[src/rtl/ccu_resp_pkg.sv]
// ---------------------------------------------------------------------------
// Module : ccu_resp_pkg
// Brief  : Shared types, default widths and delay helper for the CCU responder.
// Rev    : 1.0
// ---------------------------------------------------------------------------
`default_nettype none

package ccu_resp_pkg;

  localparam int unsigned CCU_DLY_W_DEF   = 8;
  localparam int unsigned CCU_USYNC_W_DEF = 10;

  typedef enum logic [2:0] {
    GATED       = 3'd0,
    UNGATE_WAIT = 3'd1,
    ACK_WAIT    = 3'd2,
    ON          = 3'd3,
    DEACK_WAIT  = 3'd4,
    GATE_WAIT   = 3'd5
  } ccu_resp_state_e;

  // A programmed delay of zero still costs one cycle.
  function automatic logic [31:0] dly_sat1(input logic [31:0] dly);
    return (dly == 32'd0) ? 32'd1 : dly;
  endfunction

endpackage

`default_nettype wire

[src/rtl/ccu_resp_slice_fsm.sv]
// ---------------------------------------------------------------------------
// Module : ccu_resp_slice_fsm
// Brief  : One slice's 4-phase clkreq/clk_en/clkack handshake with delay counter.
//          Optional sticky protocol check under CCU_RESP_PROTO_CHECK_EN.
// Rev    : 1.0
// ---------------------------------------------------------------------------
`default_nettype none

module ccu_resp_slice_fsm
  import ccu_resp_pkg::*;
#(
  parameter int unsigned DLY_W = CCU_DLY_W_DEF
) (
  input  logic             clk,
  input  logic             reset,
  input  logic             req,
  input  logic [DLY_W-1:0] cfg_req1_clk1,
  input  logic [DLY_W-1:0] cfg_clk1_ack1,
  input  logic [DLY_W-1:0] cfg_req0_ack0,
  input  logic [DLY_W-1:0] cfg_ack0_clk0,
  output logic             clk_en,
  output logic             clkack,
  output logic             clkack_nxt,
  output logic             proto_err
);

  ccu_resp_state_e  state_q, state_d;
  logic [DLY_W-1:0] cnt_q, cnt_d;
  logic             clk_en_q, clk_en_d;
  logic             clkack_q, clkack_d;
  logic             cnt_done;

  function automatic logic [DLY_W-1:0] load_dly(input logic [DLY_W-1:0] v);
    return DLY_W'(dly_sat1(32'(v)));
  endfunction

  assign cnt_done = (cnt_q == DLY_W'(1));

  always_comb begin
    state_d  = state_q;
    cnt_d    = cnt_q;
    clk_en_d = clk_en_q;
    clkack_d = clkack_q;
    case (state_q)
      GATED: begin
        if (req) begin
          state_d = UNGATE_WAIT;
          cnt_d   = load_dly(cfg_req1_clk1);
        end
      end
      UNGATE_WAIT: begin
        if (cnt_done) begin
          clk_en_d = 1'b1;
          state_d  = ACK_WAIT;
          cnt_d    = load_dly(cfg_clk1_ack1);
        end else begin
          cnt_d = cnt_q - DLY_W'(1);
        end
      end
      ACK_WAIT: begin
        if (cnt_done) begin
          clkack_d = 1'b1;
          state_d  = ON;
        end else begin
          cnt_d = cnt_q - DLY_W'(1);
        end
      end
      ON: begin
        if (!req) begin
          state_d = DEACK_WAIT;
          cnt_d   = load_dly(cfg_req0_ack0);
        end
      end
      DEACK_WAIT: begin
        if (cnt_done) begin
          clkack_d = 1'b0;
          state_d  = GATE_WAIT;
          cnt_d    = load_dly(cfg_ack0_clk0);
        end else begin
          cnt_d = cnt_q - DLY_W'(1);
        end
      end
      GATE_WAIT: begin
        if (cnt_done) begin
          clk_en_d = 1'b0;
          state_d  = GATED;
        end else begin
          cnt_d = cnt_q - DLY_W'(1);
        end
      end
      default: state_d = GATED;
    endcase
  end

  always_ff @(posedge clk or posedge reset) begin
    if (reset) begin
      state_q  <= GATED;
      cnt_q    <= '0;
      clk_en_q <= 1'b0;
      clkack_q <= 1'b0;
    end else begin
      state_q  <= state_d;
      cnt_q    <= cnt_d;
      clk_en_q <= clk_en_d;
      clkack_q <= clkack_d;
    end
  end

  assign clk_en     = clk_en_q;
  assign clkack     = clkack_q;
  assign clkack_nxt = clkack_d;

`ifdef CCU_RESP_PROTO_CHECK_EN
  logic err_q, err_d;

  // Req dropping before the ack phase completes, or rising before the gate closes.
  always_comb begin
    err_d = err_q;
    if (((state_q == UNGATE_WAIT) || (state_q == ACK_WAIT)) && !req) err_d = 1'b1;
    if (((state_q == DEACK_WAIT) || (state_q == GATE_WAIT)) && req)  err_d = 1'b1;
  end

  always_ff @(posedge clk or posedge reset) begin
    if (reset) err_q <= 1'b0;
    else       err_q <= err_d;
  end

  assign proto_err = err_q;
`else
  assign proto_err = 1'b0;
`endif

endmodule

`default_nettype wire

[src/rtl/ccu_clkreq_responder.sv]
// ---------------------------------------------------------------------------
// Module : ccu_clkreq_responder
// Brief  : Multi-slice CCU clkreq responder with globalusync/usync generation.
//          Define CCU_RESP_PROTO_CHECK_EN to enable sticky proto_err reporting.
// Rev    : 1.0
// ---------------------------------------------------------------------------
`default_nettype none

module ccu_clkreq_responder
  import ccu_resp_pkg::*;
#(
  parameter int unsigned NUM_SLICES = 1,
  parameter int unsigned DLY_W      = CCU_DLY_W_DEF,
  parameter int unsigned USYNC_W    = CCU_USYNC_W_DEF
) (
  input  logic                        clk,
  input  logic                        reset,
  input  logic [NUM_SLICES-1:0]       clkreq,
  input  logic [NUM_SLICES*DLY_W-1:0] cfg_req1_clk1,
  input  logic [NUM_SLICES*DLY_W-1:0] cfg_clk1_ack1,
  input  logic [NUM_SLICES*DLY_W-1:0] cfg_req0_ack0,
  input  logic [NUM_SLICES*DLY_W-1:0] cfg_ack0_clk0,
  input  logic [USYNC_W-1:0]          usync_period,
  output logic [NUM_SLICES-1:0]       clk_en,
  output logic [NUM_SLICES-1:0]       clkack,
  output logic [NUM_SLICES-1:0]       usync,
  output logic                        globalusync,
  output logic [NUM_SLICES-1:0]       proto_err
);

  logic [NUM_SLICES-1:0] clkreq_q, clkreq_d;
  logic [NUM_SLICES-1:0] clkack_nxt;
  logic [USYNC_W-1:0]    ucnt_q, ucnt_d;
  logic [USYNC_W-1:0]    uper_q, uper_d;
  logic                  gsync_q, gsync_d;
  logic [NUM_SLICES-1:0] usync_q, usync_d;
  logic                  usync_wrap;

  assign clkreq_d = clkreq;

  // uper_q holds the period in force; a new period is only picked up at a wrap
  // or while the generator is idle (uper_q == 0).
  always_comb begin
    usync_wrap = (uper_q != '0) && (ucnt_q == (uper_q - USYNC_W'(1)));
    ucnt_d     = ucnt_q + USYNC_W'(1);
    uper_d     = uper_q;
    if ((uper_q == '0) || usync_wrap) begin
      ucnt_d = '0;
      uper_d = usync_period;
    end
    gsync_d = usync_wrap;
    usync_d = {NUM_SLICES{usync_wrap}} & clkack_nxt;
  end

  always_ff @(posedge clk or posedge reset) begin
    if (reset) begin
      clkreq_q <= '0;
      ucnt_q   <= '0;
      uper_q   <= '0;
      gsync_q  <= 1'b0;
      usync_q  <= '0;
    end else begin
      clkreq_q <= clkreq_d;
      ucnt_q   <= ucnt_d;
      uper_q   <= uper_d;
      gsync_q  <= gsync_d;
      usync_q  <= usync_d;
    end
  end

  generate
    for (genvar i = 0; i < NUM_SLICES; i++) begin : g_slice
      ccu_resp_slice_fsm #(
        .DLY_W (DLY_W)
      ) u_slice (
        .clk           (clk),
        .reset         (reset),
        .req           (clkreq_q[i]),
        .cfg_req1_clk1 (cfg_req1_clk1[i*DLY_W +: DLY_W]),
        .cfg_clk1_ack1 (cfg_clk1_ack1[i*DLY_W +: DLY_W]),
        .cfg_req0_ack0 (cfg_req0_ack0[i*DLY_W +: DLY_W]),
        .cfg_ack0_clk0 (cfg_ack0_clk0[i*DLY_W +: DLY_W]),
        .clk_en        (clk_en[i]),
        .clkack        (clkack[i]),
        .clkack_nxt    (clkack_nxt[i]),
        .proto_err     (proto_err[i])
      );
    end
  endgenerate

  assign globalusync = gsync_q;
  assign usync       = usync_q;

endmodule

`default_nettype wire
[config.mk]
export PLATFORM = sky130hd
export DESIGN_NAME = ccu_clkreq_responder
export DESIGN_NICKNAME = d
export VERILOG_FILES = /design/src/rtl/ccu_resp_pkg.sv /design/src/rtl/ccu_resp_slice_fsm.sv /design/src/rtl/ccu_clkreq_responder.sv
export SDC_FILE = /design/constraint.sdc
export NUM_CORES = 1
export LEC_CHECK = 0
export ABC_CLOCK_PERIOD_IN_PS = 2670
export CORE_MARGIN = 4
export CORE_UTILIZATION = 23
export CTS_CLUSTER_SIZE = 20
export DETAILED_ROUTE_END_ITERATION = 7
export GPL_ROUTABILITY_DRIVEN = 0
export PLACE_DENSITY = 0.51
export SYNTH_ARGS = -nofsm -noshare
export SYNTH_HDL_FRONTEND = slang
export SYNTH_HIERARCHICAL = 1
export SYNTH_SLANG_ARGS = --single-unit
[constraint.sdc]
create_clock -name clk -period 2.67 [get_ports clk]
set_clock_uncertainty 0.1 [all_clocks]
set_input_delay 0.267 -clock clk [delete_from_list [all_inputs] [get_ports clk]]
set_output_delay 0.267 -clock clk [all_outputs]
set_load 0.03 [all_outputs]
Word-level counts from Yosys, hierarchy flattened

Index checks and enable logic that the tools add are counted.

Bitwise operators: 1
Equality and inequality tests: 14
Reductions and logical operators: 15
Mux-type cells: 24
$add $sub $neg: 3

Operators with widths:

| cell                  | number |
|---|---|
| $mux 8                | 9 |
| $pmux 8 s5            | 1 |
| $logic_not 8->1       | 4 |
| $mux 3                | 6 |
| $pmux 3 s6            | 1 |
| $add 10x1->10 const B | 1 |
| $eq 10x10->1          | 1 |
| $logic_not 10->1      | 1 |
| $mux 10               | 1 |
| $reduce_bool 10->1    | 1 |
| $sub 10x1->10 const B | 1 |
| $eq 8x1->1 const B    | 1 |
| $ne 2x1->1 const B    | 4 |
| $sub 8x1->8 const B   | 1 |
| $eq 3x2->1 const B    | 2 |
| $eq 3x3->1 const B    | 2 |
| $ne 2x2->1 const B    | 3 |
| $reduce_and 6->1      | 1 |
| $reduce_bool 5->1     | 1 |
| $mux 1                | 4 |
| $pmux 1 s2            | 2 |
| $reduce_and 4->1      | 1 |
| $eq 3x1->1 const B    | 1 |
| $logic_not 3->1       | 1 |
| 6 further kinds       | 6 |

Flip-flop bits (word level): 36
Input port bits: 45
Output and inout port bits: 5
Logic and storage cells: 66

Logic depth before layout (Yosys ltp)

Depth in word-level cells: 5
Depth in mapped cells: 10
Mapped depth without buffers: 8

By module

The synthesis kept the hierarchy.

By module, submodules not included:

| module               | times used | area each (um2) | seq. area each (um2) | cells an instance |
|---|---|---|---|---|
| ccu_resp_slice_fsm   | 1          | 1326.3          | 325.3                | 154 |
| ccu_clkreq_responder | 1          | 1293.7          | 575.6                | 123 |

Worst setup path before layout

Ideal clock, no wire load.

Path kind: register to register
Start point: register uper_q[0]
End point: register uper_q[0]
Cell stages (with the launch flop): 10
Arrival time: 2181 ps
Slack: 261 ps
Path buffers: 1
Clock period less this slack: 2409 ps
Data required time: 2442 ps
Setup time: 128 ps
Path through: dfrtp_1 > inv_1 > ha_1 > buf_2 > nor2b_1 > or3_1 > a31oi_1 > nand4_1 > o21ai_4 > mux2_1

Longest elaborated chain between the ends: 4
Elaborated cells between the ends (all ways): 6
Those cells by class: add/sub: 1; eq/ne: 1; reduce/logical: 4

RTL lines:

| item                   | line                       | text |
|---|---|---|
| start, declared        | ccu_clkreq_responder.sv:34 | `logic [USYNC_W-1:0] uper_q, uper_d;` |
| start signal, assigned | ccu_clkreq_responder.sv:65 | `uper_q <= uper_d;` |
| $sub 10x1->10          | ccu_clkreq_responder.sv:44 | `usync_wrap = (uper_q != '0) && (ucnt_q == (uper_q - USYNC_W'(1)));` |
| $eq 10x10->1           | ccu_clkreq_responder.sv:44 |  |
| $logic_and 1x1->1      | ccu_clkreq_responder.sv:44 |  |
| $logic_or 1x1->1 *     | ccu_clkreq_responder.sv:47 | `if ((uper_q == '0) \|\| usync_wrap) begin` |

Every way passes the cells marked *; elsewhere a longest branch is shown, timed or not.
A chain may end at the register's enable or synchronous reset.

Worst setup path in the final report

Same ends and word-level chain as after synthesis.

==> results.toml <==
[routing]
detail-route-antenna-nets = 0
drcViolationCount = 0
vias_per_cell = 4.733
drtIter0Drc = 148
drt_wl_total_um = 6475
wl_per_cell_um = 13.92
num_vias = 2201
dr.pass1.iters = 4

[synthesis]
ys_ff_latch = 36
synthTopCellsByCount = "36 x dfrtp_1, 26 x nor2_1, 23 x nand2_1"
yosys_warnings = 6
netlist-cell-type-count = 67
async_flop_share_pct = 100.0
synth_ff_type = "dfrtp_1"
synth_seq_area_share_pct = 34.38
synth_top_cell_by_area = "dfrtp_1"
synthCells = 277
synth_area_per_cell_um2 = 9.459
syn-cell-area_mm2 = 0.002620
netlist.area_leader.share_pct = 34.38
synthMostInstantiatedCell = "dfrtp_1"
syn-num-nets = 327
synth_edf_count = 0
synthTopCellsByArea = "dfrtp_1 34%, xnor2_1 4.3%, nor2_1 3.7%"

[placed_design]
dp_slack_ps = 135.6
io_buffer_count = 48
dp_hpwl_um = 5186

[floorplanning]
die_area_mm2 = 0.01316
die_width_um = 114.7
core_area_mm2 = 0.01098
chipHeight_um = 114.7
io_pins = 50
row_count = 38
start_util_pct = 23.86

[setup_path]
r2r-start = "uper_q[0]"
worst_ep_required_time_ps = 2720
rr_worst_depth = 8
r2r_slack_ps = 190
cp-start-kind = "flop"
path_max_fanout = 8
worst-setup-path-type = "flop to flop"
end_kind = "flop"
cp.arrival_ps = 2530
timing.rr.end = "uper_q[0]"

[timing]
slew_headroom_pct = 42.69
worst_pin_slew_ps = 858.7
fin_crit_sh_pct = 92.90
tns_ps = 0
fmax_ghz = 0.4031
rsz0062_at_grt = "no"
slew_viol_final = 0
fin_crit_ps = 2481
hold_viol = 0
setup_violations = 0
layout_setup_ws_ps = 189.4

[global_route]
grt_usage_pct = 10.09
grt_remaining_overflow = 0
grt_pass1_wl_um = 10630
antenna_found_initial = 0
first_global_vias = 2147
grt_start_max_net_pins = 24

[clock_network]
clk_pin_slew_ps = 60
cts_root_buffer = "clkbuf_16"
cts_resized = 0
cts_tree = "built"
htree_levels = 2
clock_latency_ps = 280
cts_buffers = 5
clock-sinks = 36
cts_buffer_depth = 2

[finish]
antennaDiodeCount = 0
fin_nets = 374
syn_to_final_growth_pct = 27.79
layout-drive-gt1-share_pct = 12.31

[power]
vdd_drop_max_mv = 0.3520
power_density_mw_per_mm2 = 1044
cellLeakagePower_nw = 1.295

[job]
cap_violations = 0

[outcome]
status = "finished clean"

[min_path]
hp-class = "input port to asynchronous set/reset pin"
-- worst max-delay path: stages (launching register included) --
cell and delay, ps:
dfrtp_1 430, inv_1 90, ha_1 290, nor2b_1 150, or3_1 310, a31oi_1 220, nand4_1 180, o21ai_4 230
mux2_1 350
-- per-stage QoR --
step	power [mW]	instance area (µm²)	util, %	std cells	hold slack (ps)
finish	3.495	3348	30.49	465	307.2
global placement	2.856	3177	28.92	456	377.9
detailed placement	2.852	3177	28.92	456	383.7
CTS	3.539	3341	30.42	464	320.7
global route	3.785	3348	30.49	465	354.1
floorplan	2.478	2620	-	277	43.96
-- registers in the layout, summed over array words and instances, names as in the netlist --
register,flops
globalusync,1
g_slice.u_slice/clkack,1
g_slice.u_slice/cnt_q,8
ucnt_q,10
g_slice.u_slice/clk_en,1
usync,1
g_slice.u_slice/state_q,3
clkreq_q,1
uper_q,10
-- how the worst max path moves through the flow --
stage	start	endpoint	slack [ps]	depth (start not counted)
4_1_cts	uper_q[0]	uper_q[0]	130	8
2_1_floorplan	uper_q[0]	uper_q[0]	260	9
6_report	uper_q[0]	uper_q[0]	190	8
5_1_grt	uper_q[0]	uper_q[9]	20	8
3_3_place_gp	uper_q[0]	uper_q[1]	190	8
3_5_place_dp	uper_q[0]	uper_q[0]	140	8
-- cells in the final DEF, fill, tap and decap left out, drive strengths merged, types with 3 or more instances in the layout --
master,n
nand3,7
and3,5
a22o,8
nand2,23
nor2b,4
clkdlybuf4s50,48
inv,12
nor4,10
nor2,26
a221oi,7
or4,3
xor2,9
nor3,16
a21oi,13
mux2,3
ha,5
clkbuf,6
a211oi,3
o21ai,9
a31oi,4
o2bb2ai,7
dfrtp,36
o32ai,4
buf,8
xnor2,13
o31ai,6
nand4,3
-- metal layers --
layer	track usage (%)	vias to the layer above	part of all wire [%]
met2	16.49	41	46
met1	13.85	1034	48
met4	1.643	0	0.45
met3	2.421	4	5.0
li1	-	1122	-
met5	0	-	0
-- cells by family after synthesis --
family	Yosys count	synth area share, %
AND/OR/NAND/NOR	112	24.64
multiplexers	3	1.289
XOR/XNOR	22	7.641
flip-flops	36	34.38
other	1	0.1431
AO/OA/AOI/OAI	70	22.02
buffers and inverters	28	7.497
adder cells (fa/ha/maj)	5	2.388
-- repair_timing --
item / 4_1_cts / 5_1_grt
hold buffers: 0 / 0
setup buffers: 0 / 1
endpoints found under the setup margin: 0 / 1
-- report_power, final --
| part | switching [mW] | total [mW] | internal, mW |
|---|---|---|---|
| sequential | 0.355 | 1.12 | 0.768 |
| combinational | 0.885 | 1.72 | 0.833 |
| clock | 0.216 | 0.655 | 0.439 |
| total | 1.46 | 3.50 | 2.04 |
-- final cells by class --
class	instances	area (µm²)
repair buffers	56	540.5
inverters	12	45.04
flip-flops and latches	36	900.9
well taps	140	175.2
fillers	1165	7635
clock buffers	6	128.9
clock inverters	2	35.03
multi-input cells	213	1523
No activity file was read; power rests on OpenSTA's default activity.
